[config.mk]
export PLATFORM = sky130hd
export DESIGN_NAME = nibble_serial_adder_ctrl
export DESIGN_NICKNAME = d
export VERILOG_FILES = /design/src/rtl/nibble_adder_pkg.sv /design/src/rtl/nibble_serial_adder_ctrl_adder4.sv /design/src/rtl/nibble_serial_adder_ctrl.sv
export SDC_FILE = /design/constraint.sdc
export NUM_CORES = 1
export LEC_CHECK = 0
export ABC_CLOCK_PERIOD_IN_PS = 3240
export BUFFER_PORTS_ARGS = -buffer_cell sky130_fd_sc_hd__clkbuf_2
export CAP_MARGIN = 20
export CORE_ASPECT_RATIO = 1.2
export CORE_MARGIN = 5
export CORE_UTILIZATION = 55
export CTS_BUF_LIST = sky130_fd_sc_hd__clkbuf_2
export DETAILED_ROUTE_END_ITERATION = 10
export GPL_ROUTABILITY_DRIVEN = 0
export PLACE_DENSITY = 0.8
export SLEW_MARGIN = 20
export SYNTH_ARGS = -nofsm -noshare
export SYNTH_HDL_FRONTEND = slang
export SYNTH_SLANG_ARGS = --single-unit
[constraint.sdc]
create_clock -name Clk -period 3.24 [get_ports Clk]
set_input_delay 0.648 -clock Clk [delete_from_list [all_inputs] [get_ports Clk]]
set_output_delay 0.648 -clock Clk [all_outputs]
set_load 0.1 [all_outputs]
[src/rtl/nibble_adder_pkg.sv]
// Shared types and constants for the nibble-serial adder controller.
package nibble_adder_pkg;

    localparam int NIBBLE_W = 4;

    typedef enum logic [1:0] {
        IDLE = 2'd0,
        RUN  = 2'd1,
        DONE = 2'd2
    } state_t;

endpackage

[src/rtl/nibble_serial_adder_ctrl_adder4.sv]
// Shared 4-bit ripple-carry adder used by the serial controller datapath.
module adder4 (
    input  logic [3:0] a,
    input  logic [3:0] b,
    input  logic       c_in,
    output logic [3:0] s,
    output logic       c_out
);

    logic c;

    always_comb begin
        s = '0;
        c = c_in;
        for (int i = 0; i < 4; i++) begin
            s[i] = a[i] ^ b[i] ^ c;
            c    = (a[i] & b[i]) | (c & (a[i] ^ b[i]));
        end
        c_out = c;
    end

endmodule

[src/rtl/nibble_serial_adder_ctrl.sv]
// WIDTH-bit add/subtract sequenced one nibble per cycle through a shared adder4.
//   state | meaning
//   IDLE  | waiting for Start; result registers hold last value
//   RUN   | one nibble per cycle, LS nibble first
//   DONE  | one-cycle Done pulse, then back to IDLE
module nibble_serial_adder_ctrl
    import nibble_adder_pkg::*;
#(
    parameter int NIBBLES = 4
) (
    input  logic                    Clk,
    input  logic                    Reset_n,
    input  logic                    Start,
    input  logic                    Sub,
    input  logic [NIBBLE_W*NIBBLES-1:0] A,
    input  logic [NIBBLE_W*NIBBLES-1:0] B,
    output logic                    Busy,
    output logic                    Done,
    output logic [NIBBLE_W*NIBBLES-1:0] Sum,
    output logic                    Cout,
    output logic                    Ovf
);

    localparam int WIDTH = NIBBLE_W * NIBBLES;
    localparam int MSB   = WIDTH - 1;
    localparam int IDX_W = (NIBBLES > 1) ? $clog2(NIBBLES) : 1;
    localparam logic [IDX_W-1:0] LAST_IDX = IDX_W'(NIBBLES - 1);

    state_t               state;
    state_t               state_nx;
    logic [WIDTH-1:0]     a_r;
    logic [WIDTH-1:0]     b_r;
    logic                 carry_r;
    logic [IDX_W-1:0]     idx;
    logic [NIBBLE_W-1:0]  a_nib;
    logic [NIBBLE_W-1:0]  b_nib;
    logic [NIBBLE_W-1:0]  s_nib;
    logic                 c_out;
    logic                 last;

    assign a_nib = a_r[int'(idx)*NIBBLE_W +: NIBBLE_W];
    assign b_nib = b_r[int'(idx)*NIBBLE_W +: NIBBLE_W];
    assign last  = (idx == LAST_IDX);

    adder4 u_adder4 (
        .a     (a_nib),
        .b     (b_nib),
        .c_in  (carry_r),
        .s     (s_nib),
        .c_out (c_out)
    );

    always_ff @(posedge Clk or negedge Reset_n) begin
        if (!Reset_n) state <= IDLE;
        else          state <= state_nx;
    end

    always_comb begin
        state_nx = state;
        case (state)
            IDLE:    if (Start) state_nx = RUN;
            RUN:     if (last)  state_nx = DONE;
            DONE:    state_nx = IDLE;
            default: state_nx = IDLE;
        endcase
    end

    // Subtract is A + ~B + 1: invert B once at accept and seed the carry.
    always_ff @(posedge Clk or negedge Reset_n) begin
        if (!Reset_n) begin
            a_r     <= '0;
            b_r     <= '0;
            carry_r <= 1'b0;
            idx     <= '0;
            Sum     <= '0;
            Cout    <= 1'b0;
            Ovf     <= 1'b0;
        end else begin
            case (state)
                IDLE: begin
                    if (Start) begin
                        a_r     <= A;
                        b_r     <= Sub ? ~B : B;
                        carry_r <= Sub;
                        idx     <= '0;
                        Sum     <= '0;
                        Cout    <= 1'b0;
                        Ovf     <= 1'b0;
                    end
                end
                RUN: begin
                    Sum[int'(idx)*NIBBLE_W +: NIBBLE_W] <= s_nib;
                    carry_r <= c_out;
                    if (last) begin
                        Cout <= c_out;
                        Ovf  <= (a_r[MSB] == b_r[MSB]) && (s_nib[NIBBLE_W-1] != a_r[MSB]);
                    end else begin
                        idx <= idx + 1'b1;
                    end
                end
                default: ;
            endcase
        end
    end

    assign Busy = (state != IDLE);
    assign Done = (state == DONE);

endmodule
# Word-level counts from Yosys, hierarchy flattened
# Index checks and enable logic that the tools add are counted.
# word_totals
output_inout_bits	20
inputBits	36
wordCells	69
regBits	55
# classes
shift	4
n_eq_ne	8
n_reduce_logical	9
mux	17
bitwise_logic	21
addsub	2
# op_table
cell	n
$neg A4 Y33	1
$shift A4 B33 Y16 const A	1
$shiftx A4 B33 Y16	1
$mux W16	2
$pmux W16 S2	1
$shiftx A16 B5 Y4	2
$bwmux W16	1
$not A16 Y16	1
$and A1 B1 Y1	8
$mux W2	4
$pmux W2 S2	2
$xor A1 B1 Y1	8
$ne A2 B2 Y1 const B	3
$pmux W1 S2	3
$reduce_and A2 Y1	3
$reduce_and A3 Y1	2
$eq A2 B2 Y1 const B	2
$mux W1	4
$or A1 B1 Y1	4
$reduce_bool A2 Y1	2
$add A2 B1 Y2 const B	1
$eq A2 B1 Y1 const B	1
$logic_not A2 Y1	1
$eq A1 B1 Y1	1
2 further kinds	2

# Depth between registers and ports, before layout
# logic_depth
depth_word	13
ltp_mapped	13
depth_no_buf	12

# Hierarchy
# A second synthesis with hierarchy kept.
# unflattened
hier_cells	221
area_unflattened_um2	2802.7
# by_module_without_submodules
module	cells_per_inst	seq_area_each_um2	n_inst	area_per_inst_um2
nibble_serial_adder_ctrl	207	1376.3	1	2685.1
adder4	14	0.0	1	117.6

# Worst setup path after synthesis
# Ideal clock, no wire load.
# synth_timing
kind	register -> register
startpoint	register idx[0]
endpoint	register Ovf
t_required_ps	3118
stages_incl_launch_ff	14
path_buffers	1
path_slack_ps	277
arrival_ps	2841
cell_sequence	dfrtp_1 -> buf_4 -> mux4_2 -> inv_1 -> fa_1 -> inv_1 -> fa_1 -> inv_1 -> fa_1 -> inv_1 -> fa_1 -> nand2b_1 -> o22ai_1 -> a22o_1
# synth_between
elab_chain_cells	13
word_cells_on_any_way	23
# synth_lines
item	line_no	source
start, declared	nibble_serial_adder_ctrl.sv:34	logic [IDX_W-1:0] idx;
start signal, assigned	nibble_serial_adder_ctrl.sv:98	idx <= idx + 1'b1;
$shiftx A16 B5 Y4 (on tied branches)	nibble_serial_adder_ctrl.sv:41, nibble_serial_adder_ctrl.sv:42	
$xor A1 B1 Y1	nibble_serial_adder_ctrl_adder4.sv:17	c = (a[i] & b[i]) | (c & (a[i] ^ b[i]));
$and A1 B1 Y1	nibble_serial_adder_ctrl_adder4.sv:17	
$or A1 B1 Y1	nibble_serial_adder_ctrl_adder4.sv:17	
$and A1 B1 Y1	nibble_serial_adder_ctrl_adder4.sv:17	
$or A1 B1 Y1	nibble_serial_adder_ctrl_adder4.sv:17	
$and A1 B1 Y1	nibble_serial_adder_ctrl_adder4.sv:17	
$or A1 B1 Y1	nibble_serial_adder_ctrl_adder4.sv:17	
$xor A1 B1 Y1	nibble_serial_adder_ctrl_adder4.sv:16	s[i] = a[i] ^ b[i] ^ c;
$ne A1 B1 Y1	nibble_serial_adder_ctrl.sv:96	Ovf <= (a_r[MSB] == b_r[MSB]) && (s_nib[NIBBLE_W-1] != a_r[MSB]);
$logic_and A1 B1 Y1	nibble_serial_adder_ctrl.sv:96	
$mux W1	nibble_serial_adder_ctrl.sv:94	if (last) begin
$pmux W1 S2	nibble_serial_adder_ctrl.sv:79	case (state)
end signal, assigned	nibble_serial_adder_ctrl.sv:96	
end, declared	nibble_serial_adder_ctrl.sv:21	output logic Ovf
# Several ways; a longest one is shown, not always the timed one. The select of a mux whose other input is x is not followed.
# A chain may end at the register's enable or synchronous reset.

# Worst setup path in the final report
# Same ends and word-level chain as after synthesis.

==> flow_metrics.env <==
export IMPL_crit_path_cell_trace="buf_4 > mux4_2 > fa_1 > inv_1 > fa_1 > inv_1 > fa_1 > nand2b_1 > o22ai_1 > a22o_1"
export IMPL_drtPass1Iterations=4
export IMPL_synth_top_area_cell="dfrtp_1"
export IMPL_cts_tree="done"
export IMPL_layout_setup_ws_ns=0.262
export IMPL_grtUsageTotal_pct=19.0
export IMPL_hold_path_class="in -> async"
export IMPL_drv_cap=0
export IMPL_final_layout_size_suffix_gt1_share_pct=34.2
export IMPL_yosys_register_bits=55
export IMPL_ant_nets=0
export IMPL_synth_adder_area_share_pct=4.86
export IMPL_vias_per_cell=5.49
export IMPL_finalMaxSlewViolations=0
export IMPL_synth_xor_area_share_pct=5.23
export IMPL_overflow=0
export IMPL_yosysUniqueCellTypes=33
export IMPL_crit_arrival_ns=3.40
export IMPL_area_growth_pct=13.4
export IMPL_yosysMostFrequentCell="dfrtp_1"
export IMPL_numCtsBuffers=5
export IMPL_async_reset_ff_share_pct=100
export IMPL_hpwl_microns=4240
export IMPL_post_cts_resized=0
export IMPL_crit_required_ns=3.66
export IMPL_die_h_microns=86.5
export IMPL_yosys_area_share_simple_pct=8.31
export IMPL_clock_sinks=55
export IMPL_synthTopCellsByCount="dfrtp_1 (55), nor2_1 (20), a21oi_1 (17), mux2_2 (17), xnor2_1 (16)"
export IMPL_num_vias=1811
export IMPL_fin_skew_ns=0.0273
export IMPL_stdcell_area_sq_um=3040
export IMPL_synth_area_mux_share_pct=14.2
export IMPL_die_area_sq_um=6380
export IMPL_fin_setup_tns_ns=0
export IMPL_netlist_top_cells_area="dfrtp_1 (51%), mux2_2 (7.1%), mux4_2 (6.7%), xnor2_1 (5.2%), a22o_1 (3.9%)"
export IMPL_clk_pin_slew_worst_paths_ns=0.26
export IMPL_io_pins=56
export IMPL_antennaDiodeCount=0
export IMPL_wire_per_inst_microns=16.5
export IMPL_num_rows=27
export IMPL_min_period_over_period_pct=91.9
export IMPL_postCtsSetupBuffers=0
export IMPL_drt_wl_total_microns=5440
export IMPL_avgSynthCellArea_sq_um=12.3
export IMPL_cts_root_buffer="clkbuf_2"
export IMPL_place_area_sq_um=3010
export IMPL_fp_coreArea_sq_um=4660
export IMPL_synth_top_area_share_pct=51.4
export IMPL_fmax_mhz=336
export IMPL_setup_violations_final=0
export IMPL_post_route_util_pct=65.2
export IMPL_dp_slack_ns=0.232
export IMPL_synth_compound_area_share_pct=12.1
export IMPL_detail_route_iter0_violations=122
export IMPL_synth_nets=262
export IMPL_clock_latency_ns=0.45
export IMPL_status="finished clean"
export IMPL_slowest_delay_ns=0.62
export IMPL_cp_end_kind="flop"
export IMPL_grt_pass1_vias=1941
export IMPL_yosysWarningCount=0
export IMPL_syn_inst=218
export IMPL_rsz0062_at_grt="false"
export IMPL_relSlewSlack_pct=63.5
export IMPL_cts_buffer_depth=2
export IMPL_grt_pass1_wl_microns=9300
export IMPL_portBuffers=55
export IMPL_startpoint_type="flop"
export IMPL_crit_type="reg -> reg"
export IMPL_finalCriticalPeriod_ns=2.98
export IMPL_worst_pin_slew_ns=0.550
export IMPL_holdBufCountCts=0
export IMPL_die_x_microns=73.7
export IMPL_synth_area_sq_um=2680
export IMPL_grt_max_degree=49
export IMPL_path_common_cell="fa_1"
export IMPL_drcViolationCount=0
export IMPL_fin_nets=317
export IMPL_ys_flop_type="dfrtp_1"
export IMPL_synth_edff_count=0
export IMPL_start_util_pct=57.5
export IMPL_antenna_found_initial=0
export IMPL_slowest_stage="fa_1"
export IMPL_htree_num_levels=2
export IMPL_synth_seq_area_share_pct=51.4
export IMPL_synth_top_family_by_area="multiplexers"
export IMPL_path_max_fanout=6
export IMPL_finalHoldViolCount=0
-- routing by layer --
layer / track usage (%) / vias to the layer above / share of wire [%]
met1: 23.4 / 878 / 40
met4: 5.77 / 0 / 1.7
met3: 4.06 / 8 / 5.7
met5: 0 / - / 0
met2: 33.1 / 47 / 52
li1: - / 878 / -
-- cell usage in the layout (no fill, tap or decap), types with 2 or more instances in the layout --
| cell | count |
|---|---|
| xnor2_1 | 16 |
| a21o_1 | 4 |
| mux4_2 | 8 |
| a22o_1 | 12 |
| mux2_2 | 17 |
| buf_4 | 5 |
| a21oi_1 | 17 |
| dfrtp_1 | 55 |
| nand2_1 | 6 |
| nand2b_1 | 4 |
| and4_1 | 2 |
| ha_1 | 4 |
| inv_1 | 11 |
| nand4_1 | 2 |
| fa_1 | 4 |
| nor2b_1 | 3 |
| clkbuf_2 | 60 |
| nor2_1 | 20 |
| o2bb2ai_1 | 8 |
-- stage by stage --
step                      cells  hold WS [ns]
after floorplan             218         0.352
after global placement      324         0.472
after detailed placement    324         0.474
after CTS                   330         0.101
after global routing        330         0.106
final                       330         0.108
-- area by class of cell --
cell class                      instances  area (sq um)
Fill cell                             394          1620
Sequential cell                        55          1380
Multi-Input combinational cell        140          1200
Timing Repair Buffer                   60           313
Tap cell                               58          72.6
Inverter                               11          41.3
Clock buffer                            5          25.0
Clock inverter                          1          7.51
-- cells by family (layout without fill, tap and decap cells) --
logic type | Yosys count | after routing
compound gates | 46 | 46
xor+xnor | 16 | 16
fa+ha+maj | 8 | 8
buf+inv | 23 | 77
flops | 55 | 55
mux | 26 | 26
simple gates | 44 | 44
-- state kept, by name, indices dropped and copies added (netlist names) --
register  flops
carry_r       1
state         2
a_r          16
Cout          1
Sum          16
b_r          16
Ovf           1
idx           2
-- final timing paths --
check	startpoint	end	slack (ns)	cells after the start
setup / recovery	idx[0]	Ovf	0.26	10
hold / removal	Reset_n	b_r[9]	0.11	1
setup reg to reg	idx[0]	Ovf	0.26	10
hold reg to reg	Sum[8]	Sum[8]	0.53	1
max in group asynchronous	Reset_n	Sum[6]	2.32	2
min in group Clk	A[3]	a_r[3]	0.43	2
-- critical path: cells and delay by family (launching register included) --
family          cells  cell delay [ns]
flops               1             0.49
simple gates        1             0.09
fa+ha+maj           3             1.22
buf+inv             3             0.34
compound gates      2             0.26
mux                 1             0.56
Power is not shown: default switching activity piles up to over one toggle a cycle in this logic, so the estimate is an artifact.
